$ cat config.mk
export PLATFORM = sky130hd
export DESIGN_NAME = ls_chip_bit_tx_flat
export DESIGN_NICKNAME = d
export VERILOG_FILES = /design/src/rtl/ls_chip_bit_tx_if.sv /design/src/rtl/ls_chip_bit_tx.sv /design/src/flat_wrapper.sv
export SDC_FILE = /design/constraint.sdc
export NUM_CORES = 1
export LEC_CHECK = 0
export BUFFER_PORTS_ARGS = -buffer_cell sky130_fd_sc_hd__buf_2
export CORE_MARGIN = 5
export CORE_UTILIZATION = 30
export CTS_BUF_LIST = sky130_fd_sc_hd__clkbuf_4
export DETAILED_ROUTE_END_ITERATION = 10
export PLACE_DENSITY = 0.46
export SETUP_SLACK_MARGIN = 0.05
export SLEW_MARGIN = 20
export SYNTH_ARGS = -nofsm -noshare
export SYNTH_HDL_FRONTEND = slang
export SYNTH_SLANG_ARGS = --single-unit
$ cat constraint.sdc
create_clock -name clk_main -period 1.9 [get_ports clk_main]
set_input_delay 0.38 -clock clk_main [delete_from_list [all_inputs] [get_ports clk_main]]
set_output_delay 0.38 -clock clk_main [all_outputs]
set_load 0.005 [all_outputs]
$ cat src/rtl/ls_chip_bit_tx_if.sv
// Bundle for the landscape-sampling bit transmitter: request/word in, 3-wire serial link and status out.
// master = the side that issues requests and watches the link; slave = the transmitter.
interface ls_chip_bit_tx_if #(
  parameter int unsigned bit_chip = 6,
  parameter int unsigned bit_fifo = 2
);
  logic                request_z;
  logic [bit_chip-1:0] bit_to_chip;
  logic                sclk;
  logic                sdata;
  logic                s_frame;
  logic                busy;
  logic                ovf;
  logic [bit_fifo:0]   fifo_level;

  modport master (
    output request_z, bit_to_chip,
    input  sclk, sdata, s_frame, busy, ovf, fifo_level
  );

  modport slave (
    input  request_z, bit_to_chip,
    output sclk, sdata, s_frame, busy, ovf, fifo_level
  );
endinterface

$ cat src/rtl/ls_chip_bit_tx.sv
// Captures a word after each chip request_z edge, buffers it and ships it MSB first over sclk/sdata/s_frame.
// Optional macro LS_TX_PARITY_EN appends one even-parity bit after the payload LSB.
module ls_chip_bit_tx #(
  parameter int unsigned bit_chip  = 6,
  parameter int unsigned bit_fifo  = 2,
  parameter int unsigned r_div     = 4,
  parameter int unsigned cap_delay = 4
) (
  input  logic              clk_main,
  input  logic              rst,
  ls_chip_bit_tx_if.slave   tx_if
);

  localparam int unsigned DEPTH = 2**bit_fifo;
`ifdef LS_TX_PARITY_EN
  localparam int unsigned N = bit_chip + 1;
`else
  localparam int unsigned N = bit_chip;
`endif
  localparam int unsigned BW  = $clog2(N);
  localparam int unsigned DW  = (r_div > 1) ? $clog2(r_div) : 1;
  localparam int unsigned CW  = (cap_delay > 1) ? $clog2(cap_delay) : 1;
  localparam int unsigned LW  = bit_fifo + 1;
  localparam int unsigned PW  = bit_fifo;

  typedef enum logic [2:0] {IDLE, LOAD, SHIFT_LO, SHIFT_HI, DONE} state_e;

  logic                req_s1_q, req_s2_q, req_s3_q;
  logic                cap_pend_q;
  logic [CW-1:0]       cap_cnt_q;
  logic                ovf_q;
  logic [bit_chip-1:0] mem_q [DEPTH];
  logic [PW-1:0]       wr_ptr_q, rd_ptr_q;
  logic [LW-1:0]       level_q;
  state_e              state_q;
  logic [N-2:0]        shift_q;
  logic [BW-1:0]       bit_cnt_q;
  logic [DW-1:0]       div_cnt_q;
  logic                sclk_q, sdata_q, s_frame_q, busy_q;

  logic                edge_c, push_c, full_c, wr_en_c, pop_c;
  logic [N-1:0]        load_word_c;

  assign edge_c  = req_s2_q & ~req_s3_q;
  assign push_c  = cap_pend_q && (cap_cnt_q == '0);
  assign full_c  = (level_q == LW'(DEPTH));
  assign wr_en_c = push_c & ~full_c;
  assign pop_c   = (state_q == LOAD);

`ifdef LS_TX_PARITY_EN
  assign load_word_c = {mem_q[rd_ptr_q], ^mem_q[rd_ptr_q]};
`else
  assign load_word_c = mem_q[rd_ptr_q];
`endif

  // Request synchroniser, capture delay and sticky overflow
  always_ff @(posedge clk_main or posedge rst) begin
    if (rst) begin
      req_s1_q   <= 1'b0;
      req_s2_q   <= 1'b0;
      req_s3_q   <= 1'b0;
      cap_pend_q <= 1'b0;
      cap_cnt_q  <= '0;
      ovf_q      <= 1'b0;
    end else begin
      req_s1_q <= tx_if.request_z;
      req_s2_q <= req_s1_q;
      req_s3_q <= req_s2_q;
      if (cap_pend_q) begin
        if (cap_cnt_q == '0) cap_pend_q <= 1'b0;
        else                 cap_cnt_q  <= cap_cnt_q - CW'(1);
      end else if (edge_c) begin
        cap_pend_q <= 1'b1;
        cap_cnt_q  <= CW'(cap_delay - 1);
      end
      if ((edge_c && cap_pend_q) || (push_c && full_c)) ovf_q <= 1'b1;
    end
  end

  // FIFO pointers and level; a full FIFO drops the incoming word
  always_ff @(posedge clk_main or posedge rst) begin
    if (rst) begin
      wr_ptr_q <= '0;
      rd_ptr_q <= '0;
      level_q  <= '0;
    end else begin
      if (wr_en_c) wr_ptr_q <= wr_ptr_q + PW'(1);
      if (pop_c)   rd_ptr_q <= rd_ptr_q + PW'(1);
      case ({wr_en_c, pop_c})
        2'b10:   level_q <= level_q + LW'(1);
        2'b01:   level_q <= level_q - LW'(1);
        default: level_q <= level_q;
      endcase
    end
  end

  always_ff @(posedge clk_main) begin
    if (wr_en_c) mem_q[wr_ptr_q] <= tx_if.bit_to_chip;
  end

  // Serialiser FSM; MSB goes straight to sdata on load, shift_q holds the remaining bits
  always_ff @(posedge clk_main or posedge rst) begin
    if (rst) begin
      state_q   <= IDLE;
      shift_q   <= '0;
      bit_cnt_q <= '0;
      div_cnt_q <= '0;
      sclk_q    <= 1'b0;
      sdata_q   <= 1'b0;
      s_frame_q <= 1'b0;
      busy_q    <= 1'b0;
    end else begin
      case (state_q)
        IDLE: begin
          if (level_q != '0) begin
            state_q   <= LOAD;
            s_frame_q <= 1'b1;
            busy_q    <= 1'b1;
          end
        end
        LOAD: begin
          shift_q   <= load_word_c[N-2:0];
          sdata_q   <= load_word_c[N-1];
          bit_cnt_q <= '0;
          div_cnt_q <= DW'(r_div - 1);
          state_q   <= SHIFT_LO;
        end
        SHIFT_LO: begin
          if (div_cnt_q == '0) begin
            state_q   <= SHIFT_HI;
            sclk_q    <= 1'b1;
            div_cnt_q <= DW'(r_div - 1);
          end else begin
            div_cnt_q <= div_cnt_q - DW'(1);
          end
        end
        SHIFT_HI: begin
          if (div_cnt_q == '0) begin
            sclk_q    <= 1'b0;
            div_cnt_q <= DW'(r_div - 1);
            if (bit_cnt_q == BW'(N - 1)) begin
              state_q <= DONE;
              sdata_q <= 1'b0;
            end else begin
              state_q   <= SHIFT_LO;
              sdata_q   <= shift_q[N-2];
              shift_q   <= {shift_q[N-3:0], 1'b0};
              bit_cnt_q <= bit_cnt_q + BW'(1);
            end
          end else begin
            div_cnt_q <= div_cnt_q - DW'(1);
          end
        end
        DONE: begin
          state_q   <= IDLE;
          s_frame_q <= 1'b0;
          busy_q    <= 1'b0;
          sdata_q   <= 1'b0;
          sclk_q    <= 1'b0;
        end
        default: state_q <= IDLE;
      endcase
    end
  end

  assign tx_if.sclk       = sclk_q;
  assign tx_if.sdata      = sdata_q;
  assign tx_if.s_frame    = s_frame_q;
  assign tx_if.busy       = busy_q;
  assign tx_if.ovf        = ovf_q;
  assign tx_if.fifo_level = level_q;

endmodule

$ cat src/flat_wrapper.sv
// flat-port wrapper written by rule: the top's interface ports become plain ports
module ls_chip_bit_tx_flat 
#(
  parameter int unsigned bit_chip  = 6,
  parameter int unsigned bit_fifo  = 2,
  parameter int unsigned r_div     = 4,
  parameter int unsigned cap_delay = 4
)
  (clk_main, rst, tx_if_request_z, tx_if_bit_to_chip, tx_if_sclk, tx_if_sdata, tx_if_s_frame, tx_if_busy, tx_if_ovf, tx_if_fifo_level);
  ls_chip_bit_tx_if #(.bit_chip(bit_chip), .bit_fifo(bit_fifo)) tx_if_i ();
  input  logic clk_main;
  input  logic rst;
  input wire logic [$bits(tx_if_i.request_z)-1:0] tx_if_request_z;
  input wire logic [$bits(tx_if_i.bit_to_chip)-1:0] tx_if_bit_to_chip;
  output wire logic [$bits(tx_if_i.sclk)-1:0] tx_if_sclk;
  output wire logic [$bits(tx_if_i.sdata)-1:0] tx_if_sdata;
  output wire logic [$bits(tx_if_i.s_frame)-1:0] tx_if_s_frame;
  output wire logic [$bits(tx_if_i.busy)-1:0] tx_if_busy;
  output wire logic [$bits(tx_if_i.ovf)-1:0] tx_if_ovf;
  output wire logic [$bits(tx_if_i.fifo_level)-1:0] tx_if_fifo_level;
  assign tx_if_i.request_z = tx_if_request_z;
  assign tx_if_i.bit_to_chip = tx_if_bit_to_chip;
  assign tx_if_sclk = tx_if_i.sclk;
  assign tx_if_sdata = tx_if_i.sdata;
  assign tx_if_s_frame = tx_if_i.s_frame;
  assign tx_if_busy = tx_if_i.busy;
  assign tx_if_ovf = tx_if_i.ovf;
  assign tx_if_fifo_level = tx_if_i.fifo_level;
  ls_chip_bit_tx #(.bit_chip(bit_chip), .bit_fifo(bit_fifo), .r_div(r_div), .cap_delay(cap_delay)) u_core (.clk_main(clk_main), .rst(rst), .tx_if(tx_if_i));
endmodule
# Yosys cells after proc, flatten, opt, wreduce, memory -nomap -nowiden

Memories as Yosys holds them, arrays and structs flattened.
Index checks and enable logic that the tools add are counted.

Flip-flop bits (word level): 30
Memory bits (writable): 24
Output and inout port bits: 8
Word-level logic and storage cells: 93
Memories: 1

Add/sub/neg operators: 7
Equality and inequality tests: 13
Mux-type cells: 30
Bitwise operators: 4
Reduce and logical (&&, ||, !) cells: 22

Memories:

| memory       | words | bits a word | read ports | clocked after Yosys merged registers in | wr ports | line                 | text |
|---|---|---|---|---|---|---|---|
| u_core.mem_q | 4     | 6           | 1          | 0                                       | 1        | ls_chip_bit_tx.sv:32 | `logic [bit_chip-1:0] mem_q [DEPTH];` |

Operator list:

| cell                                                                    | count |
|---|---|
| 3-bit two-way mux                                                       | 6 |
| 3-bit one-hot mux with 2 select lines                                   | 2 |
| 3-bit one-hot mux with 4 select lines                                   | 1 |
| 1-bit two-way mux                                                       | 10 |
| 5-bit two-way mux                                                       | 2 |
| 5-bit one-hot mux with 2 select lines                                   | 1 |
| 2-bit nonzero test                                                      | 5 |
| 3-bit equality test, second input constant                              | 3 |
| 3-bit AND reduction                                                     | 3 |
| 3-bit nonzero test                                                      | 3 |
| 2-bit two-way mux                                                       | 4 |
| 3-bit by 1-bit adder with 3-bit output, second input constant           | 2 |
| 3-bit by 2-bit equality test with 1-bit output, second input constant   | 2 |
| 2-bit by 1-bit inequality test with 1-bit output, second input constant | 3 |
| 1-bit one-hot mux with 3 select lines                                   | 2 |
| 2-bit AND reduction                                                     | 3 |
| 2-bit by 1-bit adder with 2-bit output, second input constant           | 2 |
| 2-bit zero test                                                         | 2 |
| 2-bit inequality test, second input constant                            | 2 |
| 2-bit one-hot mux with 2 select lines                                   | 1 |
| 2-bit by 1-bit subtractor with 2-bit output, second input constant      | 2 |
| 3-bit by 1-bit equality test with 1-bit output, second input constant   | 1 |
| 1-bit logical AND                                                       | 3 |
| 3-bit zero test                                                         | 1 |
| other kinds (8)                                                         | 10 |

# Logic depth before layout (Yosys ltp)

Gate-level depths: netlist of run 1.

Depth after elaboration: 5
Gate-level depth with buffers: 11
Gate-level depth less buffers: 11

# Worst setup path after synthesis of run 1

No wires, ideal clock.

Path kind: reg-to-reg
Start: register u_core.state_q[1]
End: register u_core.level_q[2] (netlist: u_core.tx_if.fifo_level[2])
Library setup time: 0.079 ns
Arrival: 1.955 ns
Data required time: 1.821 ns
Setup slack: -0.134 ns
Cell stages (with the launch flop): 9
Buffers on the path: 1
Cells stage by stage: dfrtp_1 > clkbuf_1 > nor3b_2 > ha_1 > inv_1 > fa_1 > xor2_1 > nor2_1 > xor2_1

Word-level cells in the longest chain between the ends: 3
Elaborated cells between the ends (all ways): 5
Those cells by class: 3 x eq/ne; 1 x mux; 1 x reduce/logical

RTL lines:

| element                                                                                      | line                  | text |
|---|---|---|
| from (decl)                                                                                  | ls_chip_bit_tx.sv:35  | `state_e state_q;` |
| from (signal assigned)                                                                       | ls_chip_bit_tx.sv:104 | `state_q <= IDLE;` |
| from (signal assigned)                                                                       | ls_chip_bit_tx.sv:116 | `state_q <= LOAD;` |
| from (signal assigned)                                                                       | ls_chip_bit_tx.sv:126 | `state_q <= SHIFT_LO;` |
| 3-bit by 1-bit equality test with 1-bit output (*)                                           | ls_chip_bit_tx.sv:48  | `assign pop_c = (state_q == LOAD);` |
| 2-bit by 1-bit equality test with 1-bit output / 2-bit equality test (equally long branches) | ls_chip_bit_tx.sv:89  | `case ({wr_en_c, pop_c})` |
| 3-bit one-hot mux with 2 select lines / 2-bit nonzero test (equally long branches)           | n/a                   |  |
| to (signal assigned)                                                                         | ls_chip_bit_tx.sv:90  | `2'b10: level_q <= level_q + LW'(1);` |
| to (signal assigned)                                                                         | ls_chip_bit_tx.sv:91  | `2'b01: level_q <= level_q - LW'(1);` |
| to (signal assigned)                                                                         | ls_chip_bit_tx.sv:92  | `default: level_q <= level_q;` |
| to (decl)                                                                                    | ls_chip_bit_tx.sv:34  | `logic [LW-1:0] level_q;` |

Mark *: on every way between the ends. The rest lies on a longest branch, timed or not.
A chain may end at the register's enable or synchronous reset.

# Worst setup path after layout of run 1

Start: register u_core.cap_cnt_q[1]
End: register u_core.level_q[2] (netlist: u_core.tx_if.fifo_level[2])

Word-level cells in the longest chain between the ends: 5
Elaborated cells between the ends (all ways): 7
Those cells by class: 2 x eq/ne; 1 x mux; 1 x bitwise; 3 x reduce/logical

RTL lines:

| element                                                                                      | line                 | text |
|---|---|---|
| from (decl)                                                                                  | ls_chip_bit_tx.sv:30 | `logic [CW-1:0] cap_cnt_q;` |
| from (signal assigned)                                                                       | ls_chip_bit_tx.sv:71 | `else cap_cnt_q <= cap_cnt_q - CW'(1);` |
| from (signal assigned)                                                                       | ls_chip_bit_tx.sv:74 | `cap_cnt_q <= CW'(cap_delay - 1);` |
| 2-bit zero test (*)                                                                          | ls_chip_bit_tx.sv:45 | `assign push_c = cap_pend_q && (cap_cnt_q == '0);` |
| 1-bit logical AND (*)                                                                        | ls_chip_bit_tx.sv:45 |  |
| 1-bit AND (*)                                                                                | ls_chip_bit_tx.sv:47 | `assign wr_en_c = push_c & ~full_c;` |
| 2-bit by 1-bit equality test with 1-bit output / 2-bit equality test (equally long branches) | ls_chip_bit_tx.sv:89 |  |
| 3-bit one-hot mux with 2 select lines / 2-bit nonzero test (equally long branches)           | n/a                  |  |

Marked as above.

==> impl_metrics.csv, run 1 <==
group,metric,value,unit
synth,ys_seq_area_frac,0.604,
setup_path,critical_path.top_delay_family,"adder cells",
route,wl_per_cell,14.4,um
synth,yosys-top-cells-area,"dfrtp_1 (31%), edfxtp_1 (30%), mux4_2 (5.5%), ha_1 (4.6%), a221o_1 (2.5%)",
cells_and_area,finalNonFillerCells,305,
cells_and_area,drive_gt1_frac,0.261,
global_route,grt.overflow.total,0,
cells_and_area,area_growth,14.6,%
die,die_x,100,um
sta,worst_slack,0.0737,ns
cells_and_area,fin_area,0.00279,mm^2
clocking,clockRootBuffer,"clkbuf_4",
route,routed-via-count,1461,
synth,synth_warnings,0,
setup_path,required,2.20,ns
die,start_util,0.312,
clocking,clk_latency,0.37,ns
synth,ys_seq_elements,54,
sta,setup_viol,0,
sta,fin_crit_sh,0.961,
synth,synth-xor-area-share,0.0216,
synth,synthArstFlopShare,0.556,
global_route,grt_util_met3,0.0229,
power_and_ir_drop,cellLeakagePower,0.00114,uW
global_route,use_met2,0.141,
sta,fin_crit,1.83,ns
placed_design,place_inst,295,
sta,maxClockFrequency,548,MHz
clocking,cts.sinks,54,
sta,drv_slew,0,
setup_path,end_kind,"flop",
global_route,grtUsageTotal,0.0909,
synth,synth_top_area_frac,0.308,
synth,synth-main-ff-cell,"dfrtp_1",
setup_path,cp-start-kind,"flop",
synth,synth_compound_area_frac,0.0878,
clocking,clkSlewWorstSetupHoldPaths,0.16,ns
route,drt_iter0_drc,29,
synth,synthAdderAreaFrac,0.0544,
die,core,0.00781,mm^2
die,rows,32,
global_route,grt_pass1_wl,7200,um
setup_path,path_class,"flop to flop",
placed_design,port_buffers,16,
global_route,gr-usage-met1,0.123,
synth,avgSynthCellArea,13.7,um^2
synth,yosys.area_share.simple,0.103,
synth,synthMostInstantiatedCell,"dfrtp_1",
synth,synth_top_family_by_area,"simple AND/OR/NAND/NOR gates",
synth,syn_inst,178,
setup_path,critPathBufInv,3,
clocking,clock_path_buffers,2,
sta,relSlewSlack,0.663,
sta,tightest_slew,0.506,ns
placed_design,hpwl,3040,um
clocking,h-tree-depth,2,
cells_and_area,antenna_cells,0,
sta,hold_viol,0,
setup_path,slowest_delay,0.39,ns
synth,syn-num-nets,197,
power_and_ir_drop,p_per_area,1440,mW/mm^2
power_and_ir_drop,vdd_ir_drop_max,479,uV
min_path,hp-class,"input pin to asynchronous set/reset pin",
placed_design,dp_worst_setup_slack,0.0374,ns
placed_design,place.gp.congestion,0.744,
synth,yosys.area.top_type,"dfrtp_1",
setup_path,cp_max_fo,3,
synth,synth_cell_types,47,
global_route,grt_max_degree,31,
die,dieArea,0.0100,mm^2
setup_path,path_cells,"inv_2, ha_4, nand2_2, a21oi_2, inv_1, ha_2, inv_2, fa_2, xor2_1, nor2_1, xor2_1",
global_route,grt.busiest_layer,"met2",
synth,synth_edf_count,24,
setup_path,critPathArrivalTime,2.13,ns
die,design.portCount,17,
route,drt-total-wl,4380,um
global_route,antenna_found_initial,0,
route,drt-pass1-iter-count,4,
synth,synth_common_cells,"dfrtp_1 (30), edfxtp_1 (24), inv_1 (15)",
status,status,"completed",
die,die-height,100,um
sta,fin_skew,0.00866,ns
global_route,first_global_vias,1480,
placed_design,placed_area,0.00267,mm^2
clocking,cts_buffers,5,
clocking,cts_tree,"built",
route,drt.antenna.violating_nets,0,
route,via_per_inst,4.79,
run,maxCapViolations,0,
synth,synth_mux_area_frac,0.0852,
route,drc,0,
cells_and_area,fin_nets,221,
synth,synth_area,0.00244,mm^2
sta,grt_setup_unrepaired,"true",
setup_path,crit_path_top_delay_cell,"dfrtp_1",
## metal layers
layer / vias up / part of all wire / wire length [um]
met1: 740 / 0.48 / 2100
met5: - / 0 / 0
li1: 696 / - / -
met3: 5 / 0.034 / 148
met2: 20 / 0.48 / 2090
met4: 0 / 0.010 / 46
## power by group
part / internal (uW) / total, uW / switching [uW]
clock network: 287 / 661 / 374
registers: 1500 / 1750 / 248
logic: 816 / 1610 / 790
total: 2610 / 4020 / 1410
## stage by stage
stage / total power (uW) / utilization / setup TNS, ns / hold WS [ns]
after floorplan: 2920 / - / 0 / 0.331
after global placement: 3240 / 0.342 / 0 / 0.336
after detailed placement: 3330 / 0.342 / 0 / 0.341
after CTS: 4010 / 0.354 / 0 / 0.0550
after global routing: 4330 / 0.358 / -0.0440 / 0.0727
final: 4020 / 0.358 / 0 / 0.0553
## worst reg2reg max path, delay by kind of cell, from the launching register on
kind | cells | cell delay [ns]
buf+inv | 3 | 0.15
xor+xnor | 2 | 0.32
simple gates | 2 | 0.21
fa+ha+maj | 3 | 0.67
flops | 1 | 0.39
compound gates | 1 | 0.04
## area by class of cell
| cell class | instances | area (um^2) |
|---|---|---|
| multi-input cells | 99 | 891 |
| flip-flops and latches | 54 | 1470 |
| clock buffers | 5 | 37.5 |
| clock inverters | 3 | 47.5 |
| repair buffers | 27 | 163 |
| inverters | 15 | 56.3 |
| fillers | 769 | 5010 |
| well taps | 102 | 128 |
## worst paths after layout
check                               startpoint                          to  slack [ns]  cells past startpoint
min reg2reg                    u_core.req_s1_q             u_core.req_s2_q        0.37                      0
max in group asynchronous                  rst           u_core.shift_q[0]        1.55                      3
max reg2reg                u_core.cap_cnt_q[1]  u_core.tx_if.fifo_level[2]        0.07                     11
min in group clk_main          tx_if_request_z             u_core.req_s1_q        0.11                      1
min                                        rst             u_core.req_s1_q        0.06                      3
max                        u_core.cap_cnt_q[1]  u_core.tx_if.fifo_level[2]        0.07                     11
## sequential cells by signal, indices dropped and copies added, names as in the netlist, 2 cells and up
name and flops:
u_core.bit_cnt_q 3, u_core.wr_ptr_q 2, u_core.rd_ptr_q 2, u_core.cap_cnt_q 2
u_core.state_q 3, u_core.mem_q 24, u_core.shift_q 5, u_core.div_cnt_q 2
u_core.tx_if.fifo_level 3
## placed cells by master, fill, tap and decap left out, types with 2 or more instances in the layout
master and count:
nor2_1 3, and2_1 5, a21oi_1 5, buf_4 11
nand4b_1 4, or3_1 2, clkbuf_4 5, xor2_1 3
edfxtp_1 24, a221o_1 6, mux2_2 2, nand3_1 2
buf_2 16, inv_1 12, mux4_2 6, ha_1 7
xnor2_1 3, inv_6 2, o21ai_0 3, dfrtp_1 30
nand2b_1 5, a21o_1 2, nand2_1 9, mux2i_1 5
inv_2 3
## logic make-up after synthesis
| logic type | count (synthesis) |
|---|---|
| compound gates | 28 |
| xor+xnor | 6 |
| fa+ha+maj | 10 |
| buf+inv | 25 |
| flops | 54 |
| mux | 13 |
| simple gates | 42 |
## what timing repair did
action | in CTS | in global routing
setup buffers | 0 | 2
hold buffers | 0 | 0
pin swaps | 2 | 2
setup endpoints to repair | 1 | 2
gates resized for setup | 1 | 7
Note: power is estimated with default switching activity, not from simulation.
==> run 2, diff against run 1 <==
--- a/config.mk
+++ b/config.mk
@@ -6,11 +6,10 @@
 export NUM_CORES = 1
 export LEC_CHECK = 0
 export BUFFER_PORTS_ARGS = -buffer_cell sky130_fd_sc_hd__buf_2
-export CORE_MARGIN = 5
 export CORE_UTILIZATION = 30
 export CTS_BUF_LIST = sky130_fd_sc_hd__clkbuf_4
 export DETAILED_ROUTE_END_ITERATION = 10
-export PLACE_DENSITY = 0.46
+export PLACE_DENSITY = 0.49
 export SETUP_SLACK_MARGIN = 0.05
 export SLEW_MARGIN = 20
 export SYNTH_ARGS = -nofsm -noshare
==> impl_metrics.csv, run 2 (same netlist as run 1, synthesis figures left out) <==
group,metric,value,unit
cells_and_area,layout_commonest_cell,"dfrtp_1",
power_and_ir_drop,p_per_area,1420,mW/mm^2
sta,fin_crit_sh,0.929,
clocking,clk_latency,0.37,ns
die,core,0.00781,mm^2
global_route,grt_max_degree,31,
die,start_util,0.312,
clocking,cts_buffers,5,
sta,hold_viol,0,
global_route,grt.overflow.total,0,
setup_path,cp_max_fo,3,
setup_path,crit_cells,11,
sta,fin_crit,1.76,ns
clocking,h-tree-depth,2,
sta,tightest_slew,0.509,ns
status,status,"completed",
die,design.portCount,17,
cells_and_area,antenna_cells,0,
route,routed-via-count,1435,
placed_design,port_buffers,16,
global_route,first_global_vias,1447,
clocking,cts_hold_buf,0,
clocking,clkSlewWorstSetupHoldPaths,0.16,ns
sta,timing.hold.ws,0.0566,ns
placed_design,place_inst,296,
setup_path,critPathBufInv,3,
sta,fin_skew,0.00842,ns
clocking,clock_path_buffers,2,
sta,setup_viol,0,
setup_path,rrSetupSlack,0.14,ns
setup_path,critPathArrivalTime,2.07,ns
setup_path,regToRegStartpoint,"u_core.cap_cnt_q[1]",
setup_path,required,2.21,ns
die,rows,32,
global_route,antenna_found_initial,0,
setup_path,worstSetupStartpoint,"u_core.cap_cnt_q[1]",
route,drt_iter0_drc,62,
cells_and_area,largest_reg_flops,24,
sta,drv_slew,0,
route,wl_per_cell,13.7,um
setup_path,crit_path_top_delay_cell,"dfrtp_1",
global_route,grt_pass1_wl,7240,um
cells_and_area,area_growth,14.6,%
cells_and_area,drive_gt1_frac,0.261,
route,drt.antenna.violating_nets,0,
sta,grt_setup_unrepaired,"true",
setup_path,reg2reg_depth,11,
die,die_x,92.1,um
cells_and_area,top_register,"u_core.mem_q",
route,via_per_inst,4.70,
cells_and_area,reg.largest.list,"u_core.mem_q x24, u_core.shift_q x5",
setup_path,critical_path.endpoint,"u_core.tx_if.fifo_level[2]",
setup_path,path_cells,"inv_2, ha_4, nand2_2, a21oi_2, inv_1, ha_2, inv_2, fa_2, xor2_1, nor2_1, xor2_1",
power_and_ir_drop,cellLeakagePower,0.00114,uW
setup_path,slowest_delay,0.40,ns
clocking,clockRootBuffer,"clkbuf_4",
route,drt-total-wl,4180,um
clocking,cts_tree,"built",
clocking,cts.sinks,54,
min_path,hp-class,"input pin to asynchronous set/reset pin",
die,die-height,92.1,um
sta,relSlewSlack,0.661,
placed_design,hpwl,2830,um
sta,maxClockFrequency,567,MHz
cells_and_area,finalNonFillerCells,305,
setup_path,cp-start-kind,"flop",
die,dieArea,0.00849,mm^2
setup_path,critical_path.top_delay_family,"adder cells",
setup_path,end_kind,"flop",
cells_and_area,final_cell_mix,"dfrtp_1 (30), edfxtp_1 (24), buf_2 (16)",
setup_path,path_class,"flop to flop",
route,drc,0,
setup_path,r2r-end,"u_core.tx_if.fifo_level[2]",
cells_and_area,fin_nets,221,
power_and_ir_drop,vdd_ir_drop_max,384,uV
route,drt-pass1-iter-count,4,
run,maxCapViolations,0,
global_route,grtUsageTotal,0.110,
placed_design,place.gp.congestion,0.717,
[run 2: per-stage QoR]
step	setup slack, ns	cell area, um^2	power (uW)	TNS [ns]	util
finish	0.136	2790	3980	0	0.358
global route	-0.0333	2790	4340	-0.0333	0.358
CTS	0.0508	2770	3990	0	0.354
detailed placement	0.0710	2680	3310	0	0.343
global placement	0.130	2680	3290	0	0.343
floorplan	0.00779	2460	2920	0	-
[run 2: layer usage]
layer | global-route usage | routed length (um) | vias up
met5 | 0 | 0 | -
met4 | 0.0391 | 29 | 0
met3 | 0.0224 | 101 | 2
met2 | 0.176 | 1960 | 18
met1 | 0.149 | 2090 | 716
li1 | - | - | 699
[run 2: final cells by class]
class	instances	area [um^2]
fillers	776	5010
flip-flops and latches	54	1470
multi-input cells	99	891
repair buffers	27	163
well taps	102	128
inverters	15	56.3
clock inverters	3	47.5
clock buffers	5	37.5
[run 2: where the power goes]
part	total, uW	internal, uW	switching, uW
sequential	1750	1500	243
combinational	1570	811	756
clock	665	285	380
total	3980	2600	1380
[run 2: worst register-to-register path, cell delays in order, from the launching register on]
cell     delay, ns
dfrtp_1       0.40
inv_2         0.05
ha_4          0.16
nand2_2       0.06
a21oi_2       0.04
inv_1         0.06
ha_2          0.17
inv_2         0.04
fa_2          0.33
xor2_1        0.16
nor2_1        0.11
xor2_1        0.14
[run 2: repair_timing]
item                       4_1_cts  5_1_grt
setup endpoints to repair        0        2
gates resized for setup          0        8
setup buffers                    0        1
[run 2: worst min-delay path by stage]
stage | end | slack (ns) | start
after floorplan | u_core.req_s2_q | 0.33 | u_core.req_s1_q
after detailed placement | u_core.req_s2_q | 0.34 | u_core.req_s1_q
after global placement | u_core.req_s2_q | 0.34 | u_core.req_s1_q
after global routing | u_core.req_s1_q | 0.06 | rst
after CTS | u_core.rd_ptr_q[1] | 0.06 | rst
final | u_core.rd_ptr_q[0] | 0.06 | rst
